## src/rtl/tu_scheduler.sv

```systemverilog
// Time-unit scheduler: sequences per-image evaluation of the output neuron block,
// accumulates per-neuron spike totals and picks the winning neuron.
module tu_scheduler #(
    parameter int N       = 8,
    parameter int T_STEPS = 350,
    parameter int TO_CYC  = 4095,
    parameter int CW      = 8,
    localparam int IW     = (N > 1) ? $clog2(N) : 1
) (
    input  logic            clk,
    input  logic            rst,
    input  logic            start_img,
    input  logic            valid_op_nub,
    input  logic [N-1:0]    spike_op_nub,
    output logic            start_core_img,
    output logic            start_op_nub,
    output logic            TU_incre,
    output logic [9:0]      tu_cnt,
    output logic            busy,
    output logic            img_done,
    output logic            timeout_err,
    output logic [N*CW-1:0] spike_cnt,
    output logic [IW-1:0]   winner
);

    // state  | meaning
    // IDLE   | waiting for start_img
    // INIT   | clear per-image state, pulse start_core_img
    // FIRE   | launch one time-unit evaluation
    // WAIT   | wait for valid_op_nub under watchdog
    // ADV    | advance time unit or finish
    // DONE   | register winner, pulse img_done
    typedef enum logic [2:0] {S_IDLE, S_INIT, S_FIRE, S_WAIT, S_ADV, S_DONE} state_t;

    localparam logic [9:0]  TU_LAST = 10'(T_STEPS - 1);
    localparam logic [15:0] WD_LAST = 16'(TO_CYC - 1);

    state_t               state_q, state_d;
    logic [9:0]           tu_q, tu_d;
    logic [15:0]          wd_q, wd_d;
    logic [N-1:0][CW-1:0] cnt_q, cnt_d;
    logic [IW-1:0]        win_q, win_d, best_idx;
    logic [CW-1:0]        best_val;
    logic                 tmo_q, tmo_d;
    logic                 core_q, fire_q, incr_q, done_q;

    // Strict greater-than keeps the lowest index on ties and yields 0 when all counts are zero.
    always_comb begin
        best_val = cnt_q[0];
        best_idx = '0;
        for (int i = 1; i < N; i++) begin
            if (cnt_q[i] > best_val) begin
                best_val = cnt_q[i];
                best_idx = IW'(i);
            end
        end
    end

    always_comb begin
        state_d = state_q;
        tu_d    = tu_q;
        wd_d    = wd_q;
        cnt_d   = cnt_q;
        win_d   = win_q;
        tmo_d   = tmo_q;
        unique case (state_q)
            S_IDLE: begin
                if (start_img) state_d = S_INIT;
            end
            S_INIT: begin
                tu_d    = '0;
                wd_d    = '0;
                cnt_d   = '0;
                tmo_d   = 1'b0;
                state_d = S_FIRE;
            end
            S_FIRE: begin
                wd_d    = '0;
                state_d = S_WAIT;
            end
            S_WAIT: begin
                if (valid_op_nub) begin
                    for (int i = 0; i < N; i++) begin
                        if (spike_op_nub[i] && (cnt_q[i] != {CW{1'b1}})) cnt_d[i] = cnt_q[i] + 1'b1;
                    end
                    state_d = S_ADV;
                end else if (wd_q == WD_LAST) begin
                    tmo_d   = 1'b1;
                    state_d = S_DONE;
                end else begin
                    wd_d = wd_q + 16'd1;
                end
            end
            S_ADV: begin
                if (tu_q == TU_LAST) begin
                    state_d = S_DONE;
                end else begin
                    tu_d    = tu_q + 10'd1;
                    state_d = S_FIRE;
                end
            end
            S_DONE: begin
                win_d   = best_idx;
                state_d = S_IDLE;
            end
            default: state_d = S_IDLE;
        endcase
    end

    // Pulses are decoded from the next state so each one is a flop that is high for exactly the state's cycle.
    always_ff @(posedge clk or negedge rst) begin
        if (!rst) begin
            state_q <= S_IDLE;
            tu_q    <= '0;
            wd_q    <= '0;
            cnt_q   <= '0;
            win_q   <= '0;
            tmo_q   <= 1'b0;
            core_q  <= 1'b0;
            fire_q  <= 1'b0;
            incr_q  <= 1'b0;
            done_q  <= 1'b0;
        end else begin
            state_q <= state_d;
            tu_q    <= tu_d;
            wd_q    <= wd_d;
            cnt_q   <= cnt_d;
            win_q   <= win_d;
            tmo_q   <= tmo_d;
            core_q  <= (state_d == S_INIT);
            fire_q  <= (state_d == S_FIRE);
            incr_q  <= (state_d == S_ADV);
            done_q  <= (state_d == S_DONE);
        end
    end

    assign start_core_img = core_q;
    assign start_op_nub   = fire_q;
    assign TU_incre       = incr_q;
    assign img_done       = done_q;
    assign tu_cnt         = tu_q;
    assign busy           = (state_q != S_IDLE);
    assign timeout_err    = tmo_q;
    assign spike_cnt      = cnt_q;
    assign winner         = win_q;

endmodule

```

## config.mk

```make
export PLATFORM = sky130hd
export DESIGN_NAME = tu_scheduler
export DESIGN_NICKNAME = d
export VERILOG_FILES = /design/src/rtl/tu_scheduler.sv
export SDC_FILE = /design/constraint.sdc
export NUM_CORES = 1
export LEC_CHECK = 0
export BUFFER_PORTS_ARGS = -buffer_cell sky130_fd_sc_hd__clkbuf_2
export CAP_MARGIN = 10
export CORE_MARGIN = 5
export CORE_UTILIZATION = 46
export CTS_BUF_LIST = sky130_fd_sc_hd__clkbuf_4
export DETAILED_ROUTE_END_ITERATION = 6
export PLACE_DENSITY = 0.65
export SLEW_MARGIN = 20
export SYNTH_ARGS = -nofsm -noshare
export SYNTH_HDL_FRONTEND = slang
export SYNTH_SLANG_ARGS = --single-unit
```

## constraint.sdc

```tcl
create_clock -name clk -period 32.5 [get_ports clk]
set_input_delay 4.875 -clock clk [delete_from_list [all_inputs] [get_ports clk]]
set_output_delay 4.875 -clock clk [all_outputs]
set_load 0.05 [all_outputs]
```

==> impl_results.html <==
<table>
<tr><th>Metric</th><th>Value</th></tr>
<tr><th colspan="2">Status</th></tr>
<tr><td>Outcome</td><td>complete, no violations</td></tr>
<tr><th colspan="2">Routing</th></tr>
<tr><td>Via Count</td><td>a little under 6000</td></tr>
<tr><td>DRT iter0 DRCs</td><td>roughly 270</td></tr>
<tr><td>Number of nets with antenna violations after detailed routing</td><td>0</td></tr>
<tr><td>Via density per instance</td><td>approximately 5.6</td></tr>
<tr><td>Number of search-and-repair iterations in the first detailed-routing pass</td><td>4</td></tr>
<tr><td>DR DRC count</td><td>0</td></tr>
<tr><td>Wirelength per Cell</td><td>between 15 and 20 um</td></tr>
<tr><td>Drt total wl</td><td>~17000 um</td></tr>
<tr><th colspan="2">Power and ir drop</th></tr>
<tr><td>Reported leakage power</td><td>between 0.003 and 0.004 uW</td></tr>
<tr><td>NetSw</td><td>roughly 500 uW</td></tr>
<tr><td>Worst supply voltage drop on vdd</td><td>0.08227 mV</td></tr>
<tr><td>Pwr Density</td><td>roughly 120 nW/um^2</td></tr>
<tr><td>Fraction of power spent switching nets</td><td>52.24%</td></tr>
<tr><td>Internal portion of total power</td><td>around 460 uW</td></tr>
<tr><td>Comb power frac</td><td>roughly 76%</td></tr>
<tr><td>Part of the power in the clock network</td><td>~6.8%</td></tr>
<tr><td>Part of the total power dissipated in sequential elements</td><td>between 10% and 20%</td></tr>
<tr><th colspan="2">Setup path</th></tr>
<tr><td>Source of the critical timing path</td><td>spike_cnt[4]</td></tr>
<tr><td>Slowest-stage cell, CP</td><td>sky130_fd_sc_hd__o22ai_1</td></tr>
<tr><td>Most Frequent Cell on Critical Path</td><td>sky130_fd_sc_hd__o21ai_0</td></tr>
<tr><td>Data arrival at the endpoint of the critical path</td><td>around 14 ns</td></tr>
<tr><td>Worst Setup Start Kind</td><td>register</td></tr>
<tr><td>Buffering stage count on the worst path with inverters included</td><td>4</td></tr>
<tr><td>Required time reported for the critical path endpoint</td><td>32.85 ns</td></tr>
<tr><td>Start of the worst register-to-register path</td><td>spike_cnt[4]</td></tr>
<tr><td>Endpoint kind of the worst setup timing path</td><td>register</td></tr>
<tr><td>Largest stage delay on the critical path</td><td>0.61 ns</td></tr>
<tr><td>Start-to-end type of the worst setup path</td><td>register to register</td></tr>
<tr><td>Worst-path maximum fanout</td><td>14</td></tr>
<tr><td>Family of cells with the greatest summed delay on the critical path</td><td>compound AO/OA/AOI/OAI gates</td></tr>
<tr><th colspan="2">Floorplanning</th></tr>
<tr><td>Core Rows</td><td>45</td></tr>
<tr><td>Area of the core region</td><td>approximately 15000 sq um</td></tr>
<tr><td>Initial Utilization</td><td>46.55%</td></tr>
<tr><td>Width of the die</td><td>around 130 um</td></tr>
<tr><td>I/O Pins</td><td>95</td></tr>
<tr><td>Area of the die</td><td>17900 sq um</td></tr>
<tr><td>Die Height</td><td>roughly 130 um</td></tr>
<tr><th colspan="2">Global route</th></tr>
<tr><td>Number of antenna violations at the first check in global routing</td><td>1</td></tr>
<tr><td>Via count of the first global-routing pass</td><td>about 5700</td></tr>
<tr><td>Sum of overflow across all layers after global routing</td><td>0</td></tr>
<tr><td>Global-route wire length before repair</td><td>between 20000 and 30000 um</td></tr>
<tr><td>Total global-route track usage</td><td>just under 20%</td></tr>
<tr><td>Maximum number of pins on one net before global-route repair</td><td>65</td></tr>
<tr><th colspan="2">STA</th></tr>
<tr><td>Worst Setup Slack, final</td><td>18.68 ns</td></tr>
<tr><td>Final critical-path required period</td><td>between 10 and 15 ns</td></tr>
<tr><td>Max transition margin</td><td>34.97%</td></tr>
<tr><td>Hold Fails Final Rpt</td><td>0</td></tr>
<tr><td>Fmax</td><td>a little over 0.07 GHz</td></tr>
<tr><td>RSZ-0062 raised after global routing</td><td>false</td></tr>
<tr><td>Final clock skew</td><td>just under 0.02 ns</td></tr>
<tr><td>Final setup fails</td><td>0</td></tr>
<tr><td>Final TNS setup</td><td>0 ns</td></tr>
<tr><td>Share of the clock period used by the worst path</td><td>~43%</td></tr>
<tr><td>Tightest Pin Transition</td><td>around 0.97 ns</td></tr>
<tr><td>Final-report max-slew violation count</td><td>0</td></tr>
<tr><th colspan="2">Clock tree</th></tr>
<tr><td>Source-to-sink clock delay at the later pin of the worst-skew pair</td><td>slightly below 0.5 ns</td></tr>
<tr><td>Number of gates resized after CTS</td><td>0</td></tr>
<tr><td>Clock H-tree levels</td><td>3</td></tr>
<tr><td>Clk sinks</td><td>between 100 and 150</td></tr>
<tr><td>Cell at the root of the clock tree</td><td>sky130_fd_sc_hd__clkbuf_4</td></tr>
<tr><td>Clock buffers created by TritonCTS</td><td>9</td></tr>
<tr><td>Largest buffer count on any clock path</td><td>2</td></tr>
<tr><td>CTS Hold Bufs</td><td>0</td></tr>
<tr><td>Count of buffers added by post-CTS timing repair for setup</td><td>0</td></tr>
<tr><td>CTS tree</td><td>built</td></tr>
<tr><td>Clock-pin slew reported for the worst setup and hold paths after clock tree synthesis</td><td>roughly 0.17 ns</td></tr>
<tr><th colspan="2">Final layout</th></tr>
<tr><td>Fill cell instance count of the final layout</td><td>approximately 1400</td></tr>
<tr><td>Area Growth Syn to Fin</td><td>11.20%</td></tr>
<tr><td>Fin nets</td><td>roughly 950</td></tr>
<tr><td>Layout cells sized above 1</td><td>between 15 and 20%</td></tr>
<tr><th colspan="2">Placement</th></tr>
<tr><td>RePlAce Congestion</td><td>approximately 0.88</td></tr>
<tr><td>Pre-CTS setup slack</td><td>18.68 ns</td></tr>
<tr><td>Post-DP HPWL</td><td>roughly 13000 um</td></tr>
<tr><td>Input/output buffers</td><td>94</td></tr>
<tr><th colspan="2">Logic synthesis</th></tr>
<tr><td>Top flip-flop cell by instance count after synthesis</td><td>sky130_fd_sc_hd__dfrtp_1</td></tr>
<tr><td>Post-synthesis instance area</td><td>about 7100 sq um</td></tr>
<tr><td>Async S/R FF share, synth</td><td>100.0%</td></tr>
<tr><td>Count of flip-flops with a built-in enable after synthesis</td><td>0</td></tr>
<tr><td>Cell type with the highest aggregate area in the netlist</td><td>sky130_fd_sc_hd__dfrtp_1</td></tr>
<tr><td>Number of register bits inferred by synthesis</td><td>about 100</td></tr>
<tr><td>Netlist cell types</td><td>62</td></tr>
<tr><td>Fraction of post-synthesis cell area in the top cell type by area</td><td>about 36%</td></tr>
<tr><td>Synthesized net count</td><td>around 860</td></tr>
<tr><td>Average cell area after synthesis</td><td>~9.0 sq um</td></tr>
<tr><td>Top area cells in the synthesized netlist</td><td>sky130_fd_sc_hd__dfrtp_1, sky130_fd_sc_hd__ha_1, sky130_fd_sc_hd__nor2_1</td></tr>
<tr><td>Register area share after synthesis</td><td>around 36%</td></tr>
<tr><td>Warnings, synthesis</td><td>0</td></tr>
<tr><td>Cell count after synthesis</td><td>approximately 790</td></tr>
<tr><th colspan="2">Flow run</th></tr>
<tr><td>Max-capacitance violation count</td><td>0</td></tr>
<tr><th colspan="2">Min path</th></tr>
<tr><td>Worst min-delay path startpoint</td><td>timeout_err</td></tr>
<tr><td>Worst min-delay path category</td><td>register to register</td></tr>
</table>
==> worst paths after layout <==
check | to | slack, ns | cells past startpoint
min in group asynchronous | spike_cnt[46] | 4.33 | 1
max in group asynchronous | spike_cnt[60] | 26.99 | 2
worst min register to register | timeout_err | 0.55 | 2
worst min-delay path | timeout_err | 0.55 | 2
worst max register to register | winner[1] | 18.68 | 63
worst max-delay path | winner[1] | 18.68 | 63
==> tightest hold or removal path, stage by stage (launching register included) <==
cell,delay [ns]
sky130_fd_sc_hd__dfrtp_1,0.40
sky130_fd_sc_hd__a21oi_1,0.05
sky130_fd_sc_hd__nor2_1,0.08
==> per-stage QoR <==
| step | instances | power, uW | hold slack [ns] | cell area, sq um | utilization, % |
|---|---|---|---|---|---|
| final | 1070 | 955.0 | 0.5508 | 7840 | 51.76 |
| after global routing | 1070 | 1051 | 0.5941 | 7840 | 51.76 |
| after CTS | 1069 | 960.4 | 0.5547 | 7838 | 51.75 |
| after detailed placement | 1053 | 889.1 | 0.5065 | 7714 | 50.93 |
| after global placement | 1053 | 887.2 | 0.4981 | 7714 | 50.93 |
| after floorplan | 786 | 763.4 | 0.4971 | 7051 | - |
==> cells in the mapped netlist (all sizes together), types with 2 or more instances <==
cell type	count
o22ai	3
nand3	45
a21o	13
or3	12
nor3	8
nor2	89
mux2i	21
o31a	3
clkbuf	17
xor2	36
o221ai	2
o31ai	6
ha	64
nor2b	10
nand4	30
o21ai	53
a211o	2
and3	17
inv	61
o22a	2
nand2b	7
and4	2
o21a	5
o211ai	9
and2	3
a21oi	45
mux2	22
nand2	57
xnor2	23
dfrtp	101
a31oi	2
==> cell families (layout without fill, tap and decap cells) <==
| logic type | Yosys count | in the layout | share of synthesized area [%] |
|---|---|---|---|
| compound gates | 153 | 153 | 14.36 |
| xor+xnor | 59 | 59 | 7.329 |
| buf+inv | 79 | 174 | 4.312 |
| flops | 101 | 101 | 35.85 |
| other cells | 0 | 1 | 0 |
| fa+ha+maj | 64 | 64 | 11.36 |
| mux | 43 | 43 | 6.708 |
| simple gates | 287 | 287 | 20.09 |
==> power groups by stage <==
| stage | clock network [uW] | logic, uW | registers (uW) |
|---|---|---|---|
| after floorplan | 0 | 556 | 207 |
| after global placement | 0 | 716 | 171 |
| final | 65.4 | 721 | 169 |
| after CTS | 68.3 | 723 | 169 |
| after detailed placement | 0 | 718 | 171 |
| after global routing | 72.9 | 805 | 173 |
==> layout make-up <==
| class | count | area (sq um) | share of cell area [%] |
|---|---|---|---|
| Multi-Input combinational cell | 606 | 4227 | 53.91 |
| Sequential cell | 101 | 2527 | 32.24 |
| Timing Repair Buffer | 97 | 495.5 | 6.320 |
| Tap cell | 188 | 235.2 | 3.000 |
| Inverter | 61 | 229.0 | 2.921 |
| Clock buffer | 9 | 67.56 | 0.8618 |
| Clock inverter | 7 | 56.30 | 0.7182 |
| Antenna cell | 1 | 2.502 | 0.03192 |
==> state kept, by name, indices dropped and copies added, names as in the netlist <==
| name | flops |
|---|---|
| timeout_err | 1 |
| wd_q | 16 |
| winner | 3 |
| start_core_img | 1 |
| state_q | 3 |
| spike_cnt | 64 |
| tu_cnt | 10 |
| start_op_nub | 1 |
| img_done | 1 |
| TU_incre | 1 |
==> layer usage <==
metal / track usage, % / share of wire (%) / vias to the layer above
li1: - / - / 2951
met1: 27.56 / 48 / 2872
met2: 31.16 / 46 / 101
met3: 3.863 / 4.2 / 18
met4: 6.286 / 1.6 / 0
met5: 0 / 0 / -
==> layout by cell type, fill, tap and decap left out, types with 16 or more instances in the layout <==
master and n:
sky130_fd_sc_hd__nor2_1 88, sky130_fd_sc_hd__inv_1 61, sky130_fd_sc_hd__clkbuf_2 93, sky130_fd_sc_hd__nand2_1 57, sky130_fd_sc_hd__xor2_1 36, sky130_fd_sc_hd__o21ai_0 48, sky130_fd_sc_hd__nand4_1 30, sky130_fd_sc_hd__ha_1 64
sky130_fd_sc_hd__and3_1 16, sky130_fd_sc_hd__xnor2_1 23, sky130_fd_sc_hd__mux2_2 18, sky130_fd_sc_hd__mux2i_1 21, sky130_fd_sc_hd__nand3_1 44, sky130_fd_sc_hd__a21oi_1 42, sky130_fd_sc_hd__dfrtp_1 101
Note: power is estimated with default switching activity, not from simulation.
